<file path="config.mk">
export PLATFORM = sky130hd
export DESIGN_NAME = gray_counter_n
export DESIGN_NICKNAME = d
export VERILOG_FILES = /design/src/rtl/gray_pkg.sv /design/src/rtl/gray_conv.sv /design/src/rtl/gray_counter_n.sv
export SDC_FILE = /design/constraint.sdc
export NUM_CORES = 1
export LEC_CHECK = 0
export ABC_AREA = 0
export BUFFER_PORTS_ARGS = -buffer_cell sky130_fd_sc_hd__buf_2
export CAP_MARGIN = 20
export CORE_MARGIN = 10
export CORE_UTILIZATION = 42
export DETAILED_ROUTE_END_ITERATION = 12
export GPL_TIMING_DRIVEN = 1
export PLACE_DENSITY = 0.73
export SLEW_MARGIN = 20
export SYNTH_ARGS = -nofsm -noshare
export SYNTH_HDL_FRONTEND = slang
export SYNTH_SLANG_ARGS = --single-unit
</file>
<file path="constraint.sdc">
create_clock -name clk -period 1.9 [get_ports clk]
set_clock_uncertainty 0.2 [all_clocks]
set_input_delay 0.38 -clock clk [delete_from_list [all_inputs] [get_ports clk]]
set_output_delay 0.38 -clock clk [all_outputs]
set_load 0.1 [all_outputs]
</file>
<file path="src/rtl/gray_pkg.sv">
// Shared Gray-code helpers: width-generic conversions over a 32-bit carrier.
package gray_pkg;

  localparam int unsigned MAX_WIDTH = 32;

  function automatic logic [MAX_WIDTH-1:0] bin2gray(input logic [MAX_WIDTH-1:0] b);
    return b ^ (b >> 1);
  endfunction

  // Upper bits of a narrower value are zero, so the MSB-down XOR chain stays correct.
  function automatic logic [MAX_WIDTH-1:0] gray2bin(input logic [MAX_WIDTH-1:0] g);
    logic [MAX_WIDTH-1:0] b;
    b = '0;
    b[MAX_WIDTH-1] = g[MAX_WIDTH-1];
    for (int i = MAX_WIDTH - 2; i >= 0; i--) begin
      b[i] = b[i+1] ^ g[i];
    end
    return b;
  endfunction

  function automatic logic [MAX_WIDTH-1:0] maxv(input int unsigned w);
    logic [MAX_WIDTH-1:0] m;
    m = '0;
    for (int unsigned i = 0; i < MAX_WIDTH; i++) begin
      if (i < w) m[i] = 1'b1;
    end
    return m;
  endfunction

endpackage

</file>
<file path="src/rtl/gray_conv.sv">
// Combinational Gray converter: i_dir=1 maps binary->Gray, i_dir=0 maps Gray->binary.
module gray_conv
  import gray_pkg::*;
#(
  parameter int unsigned WIDTH = 4
) (
  input  logic             i_dir,
  input  logic [WIDTH-1:0] i_val,
  output logic [WIDTH-1:0] o_val_c
);

  logic [MAX_WIDTH-1:0] w_wide;

  always_comb begin
    w_wide = MAX_WIDTH'(i_val);
    if (i_dir) begin
      o_val_c = WIDTH'(bin2gray(w_wide));
    end else begin
      o_val_c = WIDTH'(gray2bin(w_wide));
    end
  end

endmodule

</file>
<file path="src/rtl/gray_counter_n.sv">
// Registered up/down Gray counter with binary/Gray parallel load, wrap or saturate.
module gray_counter_n
  import gray_pkg::*;
#(
  parameter int unsigned      WIDTH     = 4,
  parameter bit               WRAP      = 1'b1,
  parameter logic [WIDTH-1:0] RESET_VAL = '0
) (
  input  logic             clk,
  input  logic             rst_n,
  input  logic             en,
  input  logic             up,
  input  logic             load,
  input  logic             ld_gray,
  input  logic [WIDTH-1:0] load_val,
  output logic [WIDTH-1:0] bin,
  output logic [WIDTH-1:0] gray,
  output logic             tc,
  output logic             ovf
);

  localparam logic [WIDTH-1:0] MAXV      = WIDTH'(maxv(WIDTH));
  localparam logic [WIDTH-1:0] RESET_GRY = WIDTH'(bin2gray(MAX_WIDTH'(RESET_VAL)));

  logic [WIDTH-1:0] r_bin;
  logic [WIDTH-1:0] r_gray;
  logic             r_ovf;

  logic [WIDTH-1:0] w_ld_bin;
  logic [WIDTH-1:0] w_nxt_bin;
  logic [WIDTH-1:0] w_nxt_gray;
  logic             w_nxt_ovf;
  logic             w_at_top;
  logic             w_at_bot;

  gray_conv #(.WIDTH(WIDTH)) u_load_conv (
    .i_dir   (1'b0),
    .i_val   (load_val),
    .o_val_c (w_ld_bin)
  );

  // Gray register is fed from the next binary value, so the pins never see decode glitches.
  gray_conv #(.WIDTH(WIDTH)) u_next_conv (
    .i_dir   (1'b1),
    .i_val   (w_nxt_bin),
    .o_val_c (w_nxt_gray)
  );

  assign w_at_top = (r_bin == MAXV);
  assign w_at_bot = (r_bin == '0);

  // Next state: load beats count beats hold.
  always_comb begin
    w_nxt_bin = r_bin;
    w_nxt_ovf = 1'b0;
    if (load) begin
      w_nxt_bin = ld_gray ? w_ld_bin : load_val;
    end else if (en) begin
      if (up) begin
        if (w_at_top) begin
          w_nxt_ovf = 1'b1;
          w_nxt_bin = WRAP ? '0 : r_bin;
        end else begin
          w_nxt_bin = r_bin + WIDTH'(1);
        end
      end else begin
        if (w_at_bot) begin
          w_nxt_ovf = 1'b1;
          w_nxt_bin = WRAP ? MAXV : r_bin;
        end else begin
          w_nxt_bin = r_bin - WIDTH'(1);
        end
      end
    end
  end

  always_ff @(posedge clk or negedge rst_n) begin
    if (!rst_n) begin
      r_bin  <= RESET_VAL;
      r_gray <= RESET_GRY;
      r_ovf  <= 1'b0;
    end else begin
      r_bin  <= w_nxt_bin;
      r_gray <= w_nxt_gray;
      r_ovf  <= w_nxt_ovf;
    end
  end

  assign bin  = r_bin;
  assign gray = r_gray;
  assign ovf  = r_ovf;
  assign tc   = up ? w_at_top : w_at_bot;

endmodule

</file>
==> reports/metrics.yaml, run 1 <==
cts:
  cts_tree: "built"
  path_clk_slew_ns: 0.04
  htreeDepth: 1
  clock-sinks: 8
  clkLatencyLatePin_ns: 0.25
  cts.path.max_buffers: 2
  clock-root-buffer: "clkbuf_4"
  cts_buffers: 3
global_routing:
  grt_pass1_vias: 558
  met3_usage: 0.0465
  use_met2: 0.153
  antenna_found_initial: 0
  grt_busiest_layer: "met2"
  grt_pass1_wl_um: 2510
  overflow: 0
  gr-usage-all-layers: 0.0945
  grt_max_degree: 12
  grtUsageMet1: 0.101
setup_path:
  slowest_stage: "dfrtp_4"
  r2r_cells: 8
  crit_fanout: 3
  cp-start-kind: "flip-flop"
  r2r_end: "gray[2]"
  r2r_start: "bin[0]"
  critical_path_class: "flip-flop to output pin"
  crit_path_start: "bin[1]"
  critPathMaxStageDelay_ns: 0.49
  cp.required_ns: 1.32
  rrSetupSlack_ns: -0.17
  crit_path_cell_trace: "ha_4, and2_4, and3_4, a21o_4, buf_12"
  arrival_ns: 1.56
  endpoint_kind: "output pin"
timing:
  rsz0062_at_grt: "true"
  slew_headroom: 0.639
  worst_slew_pin_slew_ns: 0.528
  finalWorstSetupSlack_ns: -0.243
  period_share: 1.13
  finalHoldViolations: 0
  finalMaxSlewViolations: 0
  fmax_mhz: 467
  setup_violations: 5
  hold_ws_ns: 0.234
  min_period_ns: 2.14
cells_and_area:
  mostFrequentLayoutCell: "buf_2"
  nets: 105
  synthToLayoutAreaGrowth_pct: 48.9
  antenna_cells: 0
  fillerInstances: 108
  drive_gt1_frac: 0.549
  most-common-layout-cells: "buf_2, buf_4, xor2_1"
yosys:
  synth.area.top_cells: "dfrtp_1, xor2_1, xnor2_1, a21oi_1, ha_1"
  ys_types: 30
  syn_area_per_cell_sq_um: 9.19
  synth_top_area_frac: 0.340
  yosysTopAreaCell: "dfrtp_1"
  yosysWarningCount: 0
  syn_nets: 76
  ys_ff_latch: 8
  postSynthCellCount: 64
  syn-cell-area_sq_um: 588
  ys_seq_area_frac: 0.340
power_and_ir_drop:
  peakVddDrop_mv: 0.922
  p_leak_nw: 0.408
  fin_total_pwr_mw: 1.18
  power_density_nw_per_um2: 1350
status:
  failed_checks: "negative setup slack"
  status: "finished with violations"
floorplan:
  die_h_um: 57.4
  start_util: 0.446
  rows: 13
  die-area_sq_um: 3300
  ioPinCount: 20
  fp.dieW_um: 57.4
  coreArea_sq_um: 1320
drt:
  firstDrtPassIters: 4
  via_per_inst: 5.25
  drc: 0
  vias: 557
  wl_per_cell_um: 14.2
  ant_nets: 0
  finalWirelength_um: 1510
  drt_iter0_markers: 11
placement:
  port_buffers: 19
  place.gp.congestion: 0.818
  post-dp-hpwl_um: 1220
worst_hold_path:
  min_from: "load"
  holdPathStages: 2
  hold_path_class: "input port to flip-flop"
  holdPathEnd: "bin[1]"
job:
  drv_cap: 0
## power breakdown
group          total [mW]  internal, mW  leakage, nW  switching [mW]
registers           0.267         0.224       0.0909          0.0429
logic               0.789         0.218        0.303           0.571
clock network       0.126        0.0720       0.0138          0.0541
## flip-flops by register name (all words and copies together) (netlist names)
signal,flops
bin,4
gray,3
ovf,1
## stage by stage
stage	setup WS [ns]	cells	util	area, sq um	TNS, ns
floorplan	-0.237	64	-	656	-1.13
global placement	-0.105	99	0.607	800	-0.192
detailed placement	-0.149	99	0.607	800	-0.299
CTS	-0.253	105	0.643	847	-0.790
global route	-0.306	106	0.665	876	-1.12
finish	-0.243	106	0.665	876	-0.738
## routing by layer
metal	vias to the layer above	routed length [um]
li1	278	-
met1	264	628
met2	15	788
met3	0	93
met4	0	0
met5	-	0
## cells in the mapped netlist, drive strengths merged
cell,n
inv,5
a21oi,5
buf,3
nand2,4
a311oi,1
o22ai,1
nand4,1
xnor2,3
or3,2
nor2,2
and2b,1
o21ai,5
mux2,1
nand2b,2
ha,2
mux2i,2
a21o,1
clkbuf,1
or3b,1
a2111o,1
and3,4
and2,1
dfrtp,8
a2111oi,1
xor2,5
nor4,1
## worst max-delay path, delay by kind of cell, from the launching register on
kind                     cells  cell delay (ns)
flip-flops                   1             0.49
adder cells (fa/ha/maj)      1             0.16
buffers and inverters        1             0.16
AND/OR/NAND/NOR              2             0.31
AO/OA/AOI/OAI                1             0.19
## final cells by class
class                   count  area, sq um  share of cell area
well taps                  15         18.8              0.0214
clock buffers               3         22.5              0.0257
inverters                   5         21.3              0.0243
repair buffers             28          198               0.226
flip-flops and latches      8          210               0.240
multi-input cells          47          405               0.463
## how the worst max path moves through the flow
stage	to	slack, ns	depth (start not counted)
floorplan	gray[2]	-0.24	6
global placement	gray[0]	-0.11	7
detailed placement	gray[2]	-0.15	6
CTS	tc	-0.25	5
global route	tc	-0.31	5
finish	tc	-0.24	5
## logic make-up (layout without fill, tap and decap cells)
| group | Yosys count | after routing | synth area share |
|---|---|---|---|
| simple gates | 19 | 19 | 0.196 |
| compound gates | 15 | 15 | 0.170 |
| buf+inv | 9 | 36 | 0.0787 |
| xor+xnor | 8 | 8 | 0.119 |
| flops | 8 | 8 | 0.340 |
| mux | 3 | 3 | 0.0532 |
| fa+ha+maj | 2 | 2 | 0.0425 |
## repair_timing
item                                    4_1_cts  5_1_grt
hold buffers                                  1        0
gates resized for setup                       0        6
buffers inserted                              2        1
endpoints found under the hold margin         8        0
endpoints found under the setup margin        5        7
pin swaps                                     4        1
Note: power is estimated with default switching activity, not from simulation.
==> inputs of run 2 (changes only) <==
--- a/config.mk
+++ b/config.mk
@@ -13,6 +13,8 @@
 export DETAILED_ROUTE_END_ITERATION = 12
 export GPL_TIMING_DRIVEN = 1
 export PLACE_DENSITY = 0.73
+export SETUP_SLACK_MARGIN = 0.15
+export SKIP_LAST_GASP = 1
 export SLEW_MARGIN = 20
 export SYNTH_ARGS = -nofsm -noshare
 export SYNTH_HDL_FRONTEND = slang
==> run 2 against run 1 <==
Compared with the run above: the flow still finishes with violations (negative setup slack); total power shrank 2.3%; fmax decreased by 0.46%; non-clock buffer count is 3 lower; combinational power fell by 3.8%; sequential share of layout area rose by 0.93 points; via count decreased by 3.4%; routed wire length is 5.2% lower; critical path depth stayed put; cell count shrank 2.8%; clock-buffer cell count unchanged; largest cell class unchanged.
==> reports/metrics.yaml, run 2 (synthesis results as in run 1) <==
cts:
  htreeDepth: 1
  clkLatencyLatePin_ns: 0.25
  postCtsSetupBuffers: 0
  cts.path.max_buffers: 2
  path_clk_slew_ns: 0.05
  clock-sinks: 8
  cts_tree: "built"
  cts_buffers: 3
  clock-root-buffer: "clkbuf_4"
setup_path:
  slowest_stage: "dfrtp_4"
  cp.required_ns: 1.32
  rrSetupSlack_ns: -0.13
  arrival_ns: 1.57
  endpoint_kind: "output pin"
  critical_path_class: "flip-flop to output pin"
  crit_path_cell_trace: "ha_4, and2_4, and3_4, a21o_4, buf_12"
  crit_fanout: 3
  critPathMaxStageDelay_ns: 0.50
  r2r_start: "bin[0]"
  r2r_cells: 6
  r2r_end: "gray[2]"
  cp-start-kind: "flip-flop"
drt:
  via_per_inst: 5.22
  finalWirelength_um: 1430
  drt_iter0_markers: 3
  ant_nets: 0
  firstDrtPassIters: 4
  vias: 538
  drc: 0
  wl_per_cell_um: 13.9
timing:
  setup_violations: 4
  hold_ws_ns: 0.234
  period_share: 1.13
  finalMaxSlewViolations: 0
  finalWorstSetupSlack_ns: -0.253
  slew_headroom: 0.668
  min_period_ns: 2.15
  rsz0062_at_grt: "true"
  finalHoldViolations: 0
  worst_slew_pin_slew_ns: 0.496
  fmax_mhz: 464
floorplan:
  die-area_sq_um: 3300
  fp.dieW_um: 57.4
  start_util: 0.446
  ioPinCount: 20
  coreArea_sq_um: 1320
  rows: 13
  die_h_um: 57.4
cells_and_area:
  drive_gt1_frac: 0.500
  antenna_cells: 0
  most-common-layout-cells: "buf_2, buf_4, xor2_1"
  fillerInstances: 114
  largest_reg_flops: 4
  nets: 102
  synthToLayoutAreaGrowth_pct: 43.4
  finish.utilization: 0.640
  mostFrequentLayoutCell: "buf_2"
global_routing:
  grt_pass1_vias: 553
  grt_pass1_wl_um: 2500
  grt_max_degree: 12
  overflow: 0
  antenna_found_initial: 0
  gr-usage-all-layers: 0.0908
power_and_ir_drop:
  p_leak_nw: 0.393
  power_density_nw_per_um2: 1370
  peakVddDrop_mv: 0.724
  fin_total_pwr_mw: 1.15
worst_hold_path:
  holdPathEnd: "bin[1]"
  min_from: "load"
  hold_path_class: "input port to flip-flop"
  holdPathStages: 2
placement:
  place.gp.congestion: 0.828
  port_buffers: 19
  post-dp-hpwl_um: 1200
job:
  drv_cap: 0
status:
  failed_checks: "negative setup slack"
  status: "finished with violations"
## run 2: layout make-up
type                    instances  area, sq um  area share
multi-input cells              47          388       0.460
flip-flops and latches          8          210       0.249
repair buffers                 25          183       0.217
clock buffers                   3         22.5      0.0267
inverters                       5         21.3      0.0252
well taps                      15         18.8      0.0223
## run 2: where the power goes
part           internal (mW)  switching (mW)
Sequential             0.225          0.0475
Combinational          0.203           0.557
Clock                 0.0718          0.0515
Total                  0.499           0.656
## run 2: routing by layer
layer | vias up | part of all wire | track usage
li1 | 273 | - | -
met5 | - | 0 | 0
met4 | 0 | 0.0063 | 0.0168
met3 | 2 | 0.058 | 0.0442
met1 | 247 | 0.47 | 0.112
met2 | 16 | 0.47 | 0.140
## run 2: repair_timing
action,CTS,global route
endpoints found under the setup margin,11,7
hold buffers,1,0
resized for setup,5,1
pin swaps,0,4
endpoints found under the hold margin,8,0
## run 2: how the worst max path moves through the flow
stage | slack, ns | startpoint | cells after the start | end
6_report | -0.25 | bin[0] | 5 | tc
5_1_grt | -0.30 | bin[0] | 5 | tc
4_1_cts | -0.26 | bin[0] | 5 | tc
3_5_place_dp | -0.12 | bin[1] | 7 | gray[0]
3_3_place_gp | -0.1 | bin[1] | 7 | gray[0]
2_1_floorplan | -0.24 | bin[1] | 6 | gray[2]
## run 2: worst max-delay path: cells and delay by family, from the launching register on
kind                     cells  cell delay [ns]
AO/OA/AOI/OAI                1             0.19
adder cells (fa/ha/maj)      1             0.17
buffers and inverters        1             0.16
flip-flops                   1             0.50
AND/OR/NAND/NOR              2             0.30
## run 2: stage by stage
step / setup TNS (ns) / worst slack (ns) / area, sq um / std cells
finish: -0.451 / -0.253 / 843 / 103
global placement: -0.186 / -0.0971 / 800 / 99
detailed placement: -0.228 / -0.115 / 800 / 99
floorplan: -1.13 / -0.237 / 656 / 64
global route: -0.671 / -0.300 / 843 / 103
CTS: -0.463 / -0.263 / 842 / 103
==> inputs of run 3 (changes only) <==
--- a/config.mk
+++ b/config.mk
@@ -14,8 +14,8 @@
 export GPL_TIMING_DRIVEN = 1
 export PLACE_DENSITY = 0.73
 export SETUP_SLACK_MARGIN = 0.15
+export SKIP_CTS_REPAIR_TIMING = 1
 export SKIP_LAST_GASP = 1
-export SLEW_MARGIN = 20
 export SYNTH_ARGS = -nofsm -noshare
 export SYNTH_HDL_FRONTEND = slang
 export SYNTH_SLANG_ARGS = --single-unit
==> run 3 against run 2 <==
Compared with the run above: the run still ends with negative setup slack left; via count shrank 0.93%; sequential cell count is the same; clock-buffer cell count is the same; critical path depth is the same; sequential share of layout area is the same; setup slack lost 0.00075 ns; largest power group unchanged.
==> reports/metrics.yaml, run 3 (synthesis results as in run 1) <==
placement:
  post-dp-hpwl_um: 1200
  port_buffers: 19
  place.gp.congestion: 0.828
  post-place-cells: 99
drt:
  via_per_inst: 5.17
  finalWirelength_um: 1430
  drc: 0
  ant_nets: 0
  wl_per_cell_um: 13.9
  vias: 533
  firstDrtPassIters: 3
  drt_iter0_markers: 4
cells_and_area:
  register_area_sq_um: 210
  most-common-layout-cells: "buf_2, clkbuf_4, buf_4"
  multi_input_area_sq_um: 388
  fillerInstances: 114
  stdcell_count: 103
  nets: 102
  antenna_cells: 0
  synthToLayoutAreaGrowth_pct: 43.4
  largest_reg_flops: 4
  drive_gt1_frac: 0.500
  mostFrequentLayoutCell: "buf_2"
cts:
  clkLatencyLatePin_ns: 0.25
  htreeDepth: 1
  cts_tree: "built"
  cts.path.max_buffers: 2
  clock-root-buffer: "clkbuf_4"
  path_clk_slew_ns: 0.05
  cts_buffers: 3
  clock-sinks: 8
power_and_ir_drop:
  p_leak_nw: 0.393
  peakVddDrop_mv: 0.723
  power_density_nw_per_um2: 1370
timing:
  worst_slew_pin_slew_ns: 0.512
  rsz0062_at_grt: "true"
  finalMaxSlewViolations: 0
  fmax_mhz: 464
  finalHoldViolations: 0
  setup_violations: 4
  min_period_ns: 2.15
  finalWorstSetupSlack_ns: -0.254
  slew_headroom: 0.658
  hold_ws_ns: 0.237
  period_share: 1.13
setup_path:
  critical-path-top-delay-family: "flip-flops"
  cp.required_ns: 1.32
  rrSetupSlack_ns: -0.13
  r2r_start: "bin[0]"
  crit_fanout: 3
  crit_path_cell_trace: "ha_4, and2_4, and3_4, a21o_4, buf_12"
  arrival_ns: 1.57
  r2r_end: "gray[2]"
  cp.depth: 5
  slowest_stage: "dfrtp_4"
  critical_path_class: "flip-flop to output pin"
  crit_end: "tc"
  r2r_cells: 6
  crit_path_start: "bin[0]"
  critPathBufInv: 1
  endpoint_kind: "output pin"
  cp-start-kind: "flip-flop"
  critPathMaxStageDelay_ns: 0.50
global_routing:
  gr-usage-all-layers: 0.0900
  grt_pass1_vias: 553
  grt_max_degree: 12
  grt_pass1_wl_um: 2480
  antenna_found_initial: 0
  overflow: 0
status:
  failed_checks: "negative setup slack"
  status: "finished with violations"
floorplan:
  fp.dieW_um: 57.4
  die-area_sq_um: 3300
  die_h_um: 57.4
  ioPinCount: 20
  rows: 13
  coreArea_sq_um: 1320
  start_util: 0.446
worst_hold_path:
  hold_path_class: "input port to flip-flop"
job:
  drv_cap: 0
-- run 3: changes by cell type in the layout (fill, tap and decap cells not counted) --
cell and delta:
buf_4 -3, clkbuf_4 +3
-- run 3: worst min-delay path by stage --
stage,startpoint,endpoint,slack [ns],cells after the start
after floorplan,rst_n,bin[2],-0.12,0
after global placement,rst_n,ovf,0.02,1
after detailed placement,rst_n,ovf,0.03,1
after CTS,rst_n,gray[2],-0.24,1
after global routing,load,bin[1],0.24,2
final,load,bin[1],0.24,2
-- run 3: layer usage --
| layer | up-vias | GRT usage | part of all wire |
|---|---|---|---|
| met5 | - | 0 | 0 |
| li1 | 273 | - | - |
| met4 | 0 | 0.0134 | 0 |
| met2 | 14 | 0.143 | 0.48 |
| met3 | 0 | 0.0420 | 0.053 |
| met1 | 246 | 0.109 | 0.47 |
-- run 3: cell type report --
class,count,share of cell area
inverters,5,0.0252
repair buffers,25,0.217
multi-input cells,47,0.460
clock buffers,3,0.0267
well taps,15,0.0223
flip-flops and latches,8,0.249
-- run 3: where the power goes --
group / switching (mW) / leakage [nW] / internal, mW
Clock: 0.0515 / 0.0138 / 0.0718
Sequential: 0.0472 / 0.0909 / 0.225
Combinational: 0.557 / 0.288 / 0.201
Total: 0.656 / 0.393 / 0.498
-- run 3: per-stage QoR --
step           power [mW]  instance area [sq um]  utilization  setup slack, ns  setup TNS [ns]
2_1_floorplan       0.872                    656            -           -0.237           -1.13
3_3_place_gp         1.01                    800        0.607          -0.0971          -0.186
3_5_place_dp         1.02                    800        0.607           -0.115          -0.228
4_1_cts              1.15                    822        0.624           -0.263          -0.514
5_1_grt              1.22                    843        0.640           -0.300          -0.671
6_report             1.15                    843        0.640           -0.254          -0.455
